## src/rtl/mem_request_unit.sv

```systemverilog
// mem_request_unit: serialises core fetch/load/store pulses onto one memory port (data first), returns read results with valid strobes, stall while busy, err on timeout
module mem_request_unit #(
  parameter int unsigned TIMEOUT_CYCLES = 255,
  parameter logic [31:0] ERR_DATA = 32'hDEAD_BEEF
) (
  input  logic        clk,
  input  logic        rst,
  input  logic        i_fetch_req,
  input  logic [31:0] i_fetch_addr,
  input  logic        d_read_req,
  input  logic        d_write_req,
  input  logic [31:0] d_addr,
  input  logic [31:0] d_wdata,
  input  logic [3:0]  d_sel,
  output logic [31:0] instr_out,
  output logic        instr_valid,
  output logic [31:0] data_out,
  output logic        data_valid,
  output logic        stall,
  output logic        err,
  output logic [31:0] mem_addr,
  output logic [31:0] mem_wdata,
  output logic [3:0]  mem_sel,
  output logic        mem_read,
  output logic        mem_write,
  input  logic        mem_busy,
  input  logic [31:0] mem_rdata
);
  typedef enum logic [1:0] {IDLE, REQ, WAIT, DONE} state_t;
  localparam logic [15:0] LIMIT = 16'(TIMEOUT_CYCLES);
  state_t state, state_nxt;
  logic pend_f, pend_d, d_wr, cur_d, timed_out;
  logic [31:0] f_addr, d_addr_q, d_wdata_q;
  logic [3:0] d_sel_q;
  logic [15:0] cnt;
  logic cap_f, cap_d, pf_nxt, pd_nxt, wr_nxt, go_req, wait_done;
  logic [31:0] fa_nxt, da_nxt, dw_nxt;
  logic [3:0] ds_nxt;
  always_comb begin
    cap_f = i_fetch_req & ~pend_f;
    cap_d = (d_read_req | d_write_req) & ~pend_d;
    pf_nxt = (pend_f & ~(state == DONE & ~cur_d)) | cap_f;
    pd_nxt = (pend_d & ~(state == DONE & cur_d)) | cap_d;
    fa_nxt = cap_f ? i_fetch_addr : f_addr;
    da_nxt = cap_d ? d_addr : d_addr_q;
    dw_nxt = cap_d ? d_wdata : d_wdata_q;
    ds_nxt = cap_d ? d_sel : d_sel_q;
    wr_nxt = cap_d ? d_write_req : d_wr;
    go_req = (state == IDLE | state == DONE) & (pf_nxt | pd_nxt);
    wait_done = state == WAIT & (~mem_busy | cnt == LIMIT);
    state_nxt = state == REQ ? WAIT :
                state == WAIT ? (wait_done ? DONE : WAIT) :
                go_req ? REQ : IDLE;
    instr_valid = state == DONE & ~cur_d;
    data_valid = state == DONE & cur_d & ~d_wr;
    err = state == DONE & timed_out;
    stall = state != IDLE | pend_f | pend_d;
  end
  always_ff @(posedge clk) begin
    if (rst) begin
      state <= IDLE;
      pend_f <= 1'b0;
      pend_d <= 1'b0;
      d_wr <= 1'b0;
      cur_d <= 1'b0;
      timed_out <= 1'b0;
      f_addr <= '0;
      d_addr_q <= '0;
      d_wdata_q <= '0;
      d_sel_q <= '0;
      cnt <= '0;
      instr_out <= '0;
      data_out <= '0;
      mem_addr <= '0;
      mem_wdata <= '0;
      mem_sel <= '0;
      mem_read <= 1'b0;
      mem_write <= 1'b0;
    end else begin
      state <= state_nxt;
      pend_f <= pf_nxt;
      pend_d <= pd_nxt;
      f_addr <= fa_nxt;
      d_addr_q <= da_nxt;
      d_wdata_q <= dw_nxt;
      d_sel_q <= ds_nxt;
      d_wr <= wr_nxt;
      mem_read <= go_req & ~(pd_nxt & wr_nxt);
      mem_write <= go_req & pd_nxt & wr_nxt;
      cnt <= (state == WAIT & mem_busy) ? cnt + 16'd1 : 16'd0;
      if (go_req) begin
        cur_d <= pd_nxt;
        mem_addr <= pd_nxt ? da_nxt : fa_nxt;
        mem_sel <= pd_nxt ? ds_nxt : 4'hF;
        mem_wdata <= pd_nxt ? dw_nxt : mem_wdata;
      end
      if (wait_done) begin
        timed_out <= mem_busy;
        if (!cur_d) instr_out <= mem_busy ? ERR_DATA : mem_rdata;
        else if (!d_wr) data_out <= mem_busy ? ERR_DATA : mem_rdata;
      end
    end
  end
endmodule

```

## config.mk

```make
export PLATFORM = sky130hd
export DESIGN_NAME = mem_request_unit
export DESIGN_NICKNAME = d
export VERILOG_FILES = /design/src/rtl/mem_request_unit.sv
export SDC_FILE = /design/constraint.sdc
export NUM_CORES = 1
export LEC_CHECK = 0
export CAP_MARGIN = 0
export CORE_MARGIN = 5
export CORE_UTILIZATION = 40
export CTS_CLUSTER_DIAMETER = 150
export DETAILED_ROUTE_END_ITERATION = 7
export PLACE_DENSITY = 0.69
export SETUP_SLACK_MARGIN = 0.3
export SLEW_MARGIN = 20
export SYNTH_ARGS = -nofsm -noshare
export SYNTH_HDL_FRONTEND = slang
export SYNTH_SLANG_ARGS = --single-unit
```

## constraint.sdc

```tcl
create_clock -name clk -period 3 [get_ports clk]
set_clock_uncertainty 0.2 [all_clocks]
set_input_delay 0.6 -clock clk [delete_from_list [all_inputs] [get_ports clk]]
set_output_delay 0.6 -clock clk [all_outputs]
set_load 0.05 [all_outputs]
```

======== Yosys cells after proc, flatten, opt, wreduce, memory -nomap -nowiden ========
Index checks and enable logic that the tools add are counted.
cells by class
  bitwise gates (word level) .............. 32
  reductions and logical operators ........ 7
  add/subtract/negate cells ............... 1
  mux-type cells .......................... 12
  eq/ne operators ......................... 4
operators with widths
  cell                                                   count
  2-to-1 mux 32 bit                                      5
  adder 16 x 1 -> 16 bit (second input constant)         1
  equality test 16 x 8 -> 1 bit (second input constant)  1
  AND 1 bit                                              15
  NOT 1 bit                                              9
  2-to-1 mux 4 bit                                       2
  OR 1 bit                                               8
  equality test 2 bit (second input constant)            2
  2-to-1 mux 2 bit                                       2
  AND reduction 2 bit                                    2
  OR reduction 2 bit                                     2
  2-to-1 mux 1 bit                                       3
  AND reduction 3 bit                                    1
  equality test 2 x 1 -> 1 bit (second input constant)   1
  logical NOT 2 bit                                      1
  nonzero test 2 bit                                     1
storage, ports and cells
  register bits ........................... 257
  output and inout port bits .............. 138

======== Depth between registers and ports, before layout ========
  word-level depth ........................ 10
  gate-level depth with buffers ........... 8

======== Least setup slack after synthesis ========
No wires, ideal clock.
  path type ............................... input to register
  start ................................... input d_read_req
  end ..................................... register mem_addr[17]
  path slack .............................. 0.551 ns
  arrival ................................. 2.133 ns
  setup time .............................. 0.116 ns
  path buffers ............................ 2
  stages .................................. 6
  path through ............................ or3_1 a2111oi_0 clkbuf_1 buf_2 nand2_1 o211a_1
between the ends
  cells in the longest elaborated chain, start to end .. 5
  elaborated cells on any way between the ends .. 7
  classes of those cells .................. mux: 2; bitwise: 5
ends and longest elaborated chain
  element               line  RTL
  start, declared       10    input logic d_read_req,
  OR 1 bit (*)          41    cap_d = (d_read_req | d_write_req) & ~pend_d;
  AND 1 bit (*)         41
  OR 1 bit              43    pd_nxt = (pend_d & ~(state == DONE & cur_d)) | cap_d;
  OR 1 bit              49    go_req = (state == IDLE | state == DONE) & (pf_nxt | pd_nxt);
  AND 1 bit             49
  end signal, assigned  93    mem_addr <= pd_nxt ? da_nxt : fa_nxt;
  end, declared         21    output logic [31:0] mem_addr,
Every way passes the cells marked *; elsewhere a longest branch is shown, timed or not.
A chain may end at the register's enable or synchronous reset.

======== Worst setup path after layout ========
  start ................................... register state[0]
  end ..................................... output instr_valid
between the ends
  cells in the longest elaborated chain, start to end .. 2
ends and longest elaborated chain
  element                 line  RTL
  start, declared         31    state_t state, state_nxt;
  start signal, assigned  80    state <= state_nxt;
  equality test 2 bit     54    instr_valid = state == DONE & ~cur_d;
  AND 1 bit               54
  end, declared           16    output logic instr_valid,
No other way between the ends.

==> out/results.tsv <==
metric	value	unit
status	finished, final reports clean	
Post-Place Setup Slack	0.2126	ns
Area growth, synth to finish	40.54	%
final period utilization	89.51	%
placed cells	1574	
CP Buf/Inv Count	1	
syn_nets	1180	
Clock Latency Late Sink	0.53	ns
cell family with most CP delay	buffers and inverters	
Post-CTS Hold Buffers	0	
antenna violations before repair	3	
share of the yosys chip area belonging to registers	52.68	%
most common cell in the netlist	dfxtp_1	
Remaining Overflow, GRT	0	
Setup Fix Bufs, Post-CTS	0	
vias in the first global route	7987	
routed wire length	26.34	mm
Fin Setup TNS	0	ns
Area contributors post-synth	dfxtp_1 53%, mux2i_1 10%, nor2_1 6.2%	
fmax	372.4	MHz
Num CTS Buffers	28	
Crit Path Category	reg -> out	
Netlist cell types	45	
worst-path maximum fanout	7	
GP Congestion	0.7617	
Register Area	0.005145	mm²
initial core utilization	40.39	%
Worst EP required	2.20	ns
largest net degree at the start of global routing	183	
top-area cell type share of the netlist area	52.68	%
multi-input logic area	0.004106	mm²
startpoint types	register	
FP Rows	57	
cell accounting for the most synthesized area	dfxtp_1	
Layout Cells excl Fill	1623	
worst setup margin	0.3146	ns
Mean Syn Cell Area	9.417	µm²
CP Capture Type	output port	
H-tree levels	1	
fin. max-slew vios	0	
wire per inst	16.23	µm
DR iter-0 viols	590	
chip height	166.3	µm
post-route ant nets	0	
CTS tree	yes	
final setup fails	0	
Seq cells post-synth	257	
drt drc	0	
GRT Util Overall	18.08	%
Buffers on Ports	275	
CP Data Arrival Time	1.89	ns
die width	166.3	µm
number of flops mapped to enable cells by yosys	0	
pwr/cell area	936.4	mW/mm²
first drt pass iteration count	7	
clk buf depth	3	
Max-Cap Viols	0	
Gate Count Post-Synth	1037	
final hold violations	0	
most frequent cells after synthesis	257 x dfxtp_1, 162 x nor2_1, 98 x mux2i_1, 89 x a21oi_1, 61 x clkbuf_1	
Yosys warnings	0	
first-pass GRT wire length	42.04	mm
fraction of layout cells with a size suffix above 1	5.393	%
ys flop type	dfxtp_1	
clock sinks	257	
Root Buffer	clkbuf_16	
die area	0.02764	mm²
worst vdd ir	0.7608	mV
RSZ-0062 raised after global routing	true	
crit-path max cell delay	0.53	ns
Worst Hold Class	reg -> reg	
post-DR vias/cell	5.004	
Nets	1423	
CTS resizes	6	
I/O pin cnt	276	
headroom to the max-slew limit	47.67	%
Period minus WS final	2.685	ns
crit path cell chain	ha_1 > nor2b_1 > clkdlybuf4s15_1	
HPWL after detailed placement	18.05	mm
leak pwr	0.005536	µW
asr flop ratio synth	0	%
# fillers	2101	
Worst-Margin Slew	0.7850	ns
Vias	8121	
Netlist Area Pre-Place	0.009766	mm²
Core Area	0.02418	mm²
slowest CP cell	clkdlybuf4s15_1	
clk slew on worst S/H paths	0.06	ns
==> layout by cell type, fill, tap and decap left out, types with 2 or more instances in the layout <==
cell / n
clkbuf_8: 7
nand2_1: 42
and2_1: 10
nor2b_1: 5
or3_1: 6
a21oi_1: 89
xor2_1: 2
o221ai_1: 3
buf_12: 8
and3_1: 9
nand3_1: 8
nand3b_1: 3
xnor2_1: 8
mux2i_1: 98
inv_1: 56
o211a_1: 29
clkdlybuf4s15_1: 2
nand4_1: 3
nor3_1: 15
o21a_1: 4
o2111ai_1: 3
a211oi_1: 50
dfxtp_1: 257
clkbuf_1: 11
clkbuf_16: 29
buf_4: 12
o31ai_1: 48
nor4_1: 4
nor2_1: 162
ha_1: 5
o22a_1: 3
o21ai_0: 16
clkdlybuf4s50_1: 269
==> tightest hold or removal path, stage by stage, from the launching register on <==
cell and delay, ns:
dfxtp_1 0.30, inv_1 0.04, a21oi_1 0.05
==> final cells by class <==
class	count	share of cell area [%]
Sequential cell	257	37.49
Multi-Input combinational cell	643	29.92
Timing Repair Buffer	293	21.71
Clock buffer	47	6.290
Tap cell	324	2.954
Inverter	57	1.559
Clock inverter	1	0.06382
Antenna cell	1	0.01823
==> per-layer routing <==
metal	part of all wire, %	global-route usage (%)	up-vias	routed length, µm
met5	0.15	0	-	39
met1	45	23.30	3759	11730
met3	8.4	6.022	40	2204
met4	2.2	4.554	6	577
met2	45	29.44	236	11780
li1	-	-	4080	-
==> state kept, by name, indices dropped and copies added, names as in the netlist <==
signal	cells
d_addr_q	32
d_wdata_q	32
data_out	32
f_addr	32
instr_out	32
mem_addr	32
mem_wdata	32
cnt	16
d_sel_q	4
mem_sel	4
state	2
cur_d	1
d_wr	1
mem_read	1
mem_write	1
pend_d	1
pend_f	1
timed_out	1
==> metrics by stage <==
stage | total power (µW) | area (µm²) | utilization, % | hold slack (ns)
after detailed placement | 9715 | 12840 | 53.11 | 0.2338
after floorplan | 7888 | 9766 | - | 0.2175
after CTS | 12990 | 13710 | 56.72 | 0.2436
after global placement | 9674 | 12840 | 53.11 | 0.2281
final | 12850 | 13720 | 56.77 | 0.2406
after global routing | 13490 | 13720 | 56.76 | 0.2610
==> path summary, 6_finish.rpt <==
kind                                       to  slack, ns  cells after the start         start
worst min register to register   instr_out[6]       0.24                      2  instr_out[6]
worst min-delay path             instr_out[6]       0.24                      2  instr_out[6]
worst max register to register  instr_out[11]       0.50                      4       cnt[11]
worst max-delay path              instr_valid       0.31                      3      state[0]
==> cell families after synthesis <==
logic type               after synthesis  share of synthesized area, %
AND/OR/NAND/NOR                      278                         12.48
flip-flops                           257                         52.68
AO/OA/AOI/OAI                        252                         17.64
buffers and inverters                137                         5.612
multiplexers                          98                         10.04
XOR/XNOR                              10                        0.8969
adder cells (fa/ha/maj)                5                        0.6406
==> power breakdown <==
| part | switching, µW | total, µW | internal, µW |
|---|---|---|---|
| Sequential | 363 | 4440 | 4080 |
| Combinational | 3440 | 5190 | 1750 |
| Clock | 1290 | 3220 | 1930 |
| Total | 5090 | 12900 | 7760 |
(Power assumes the default switching activity.)
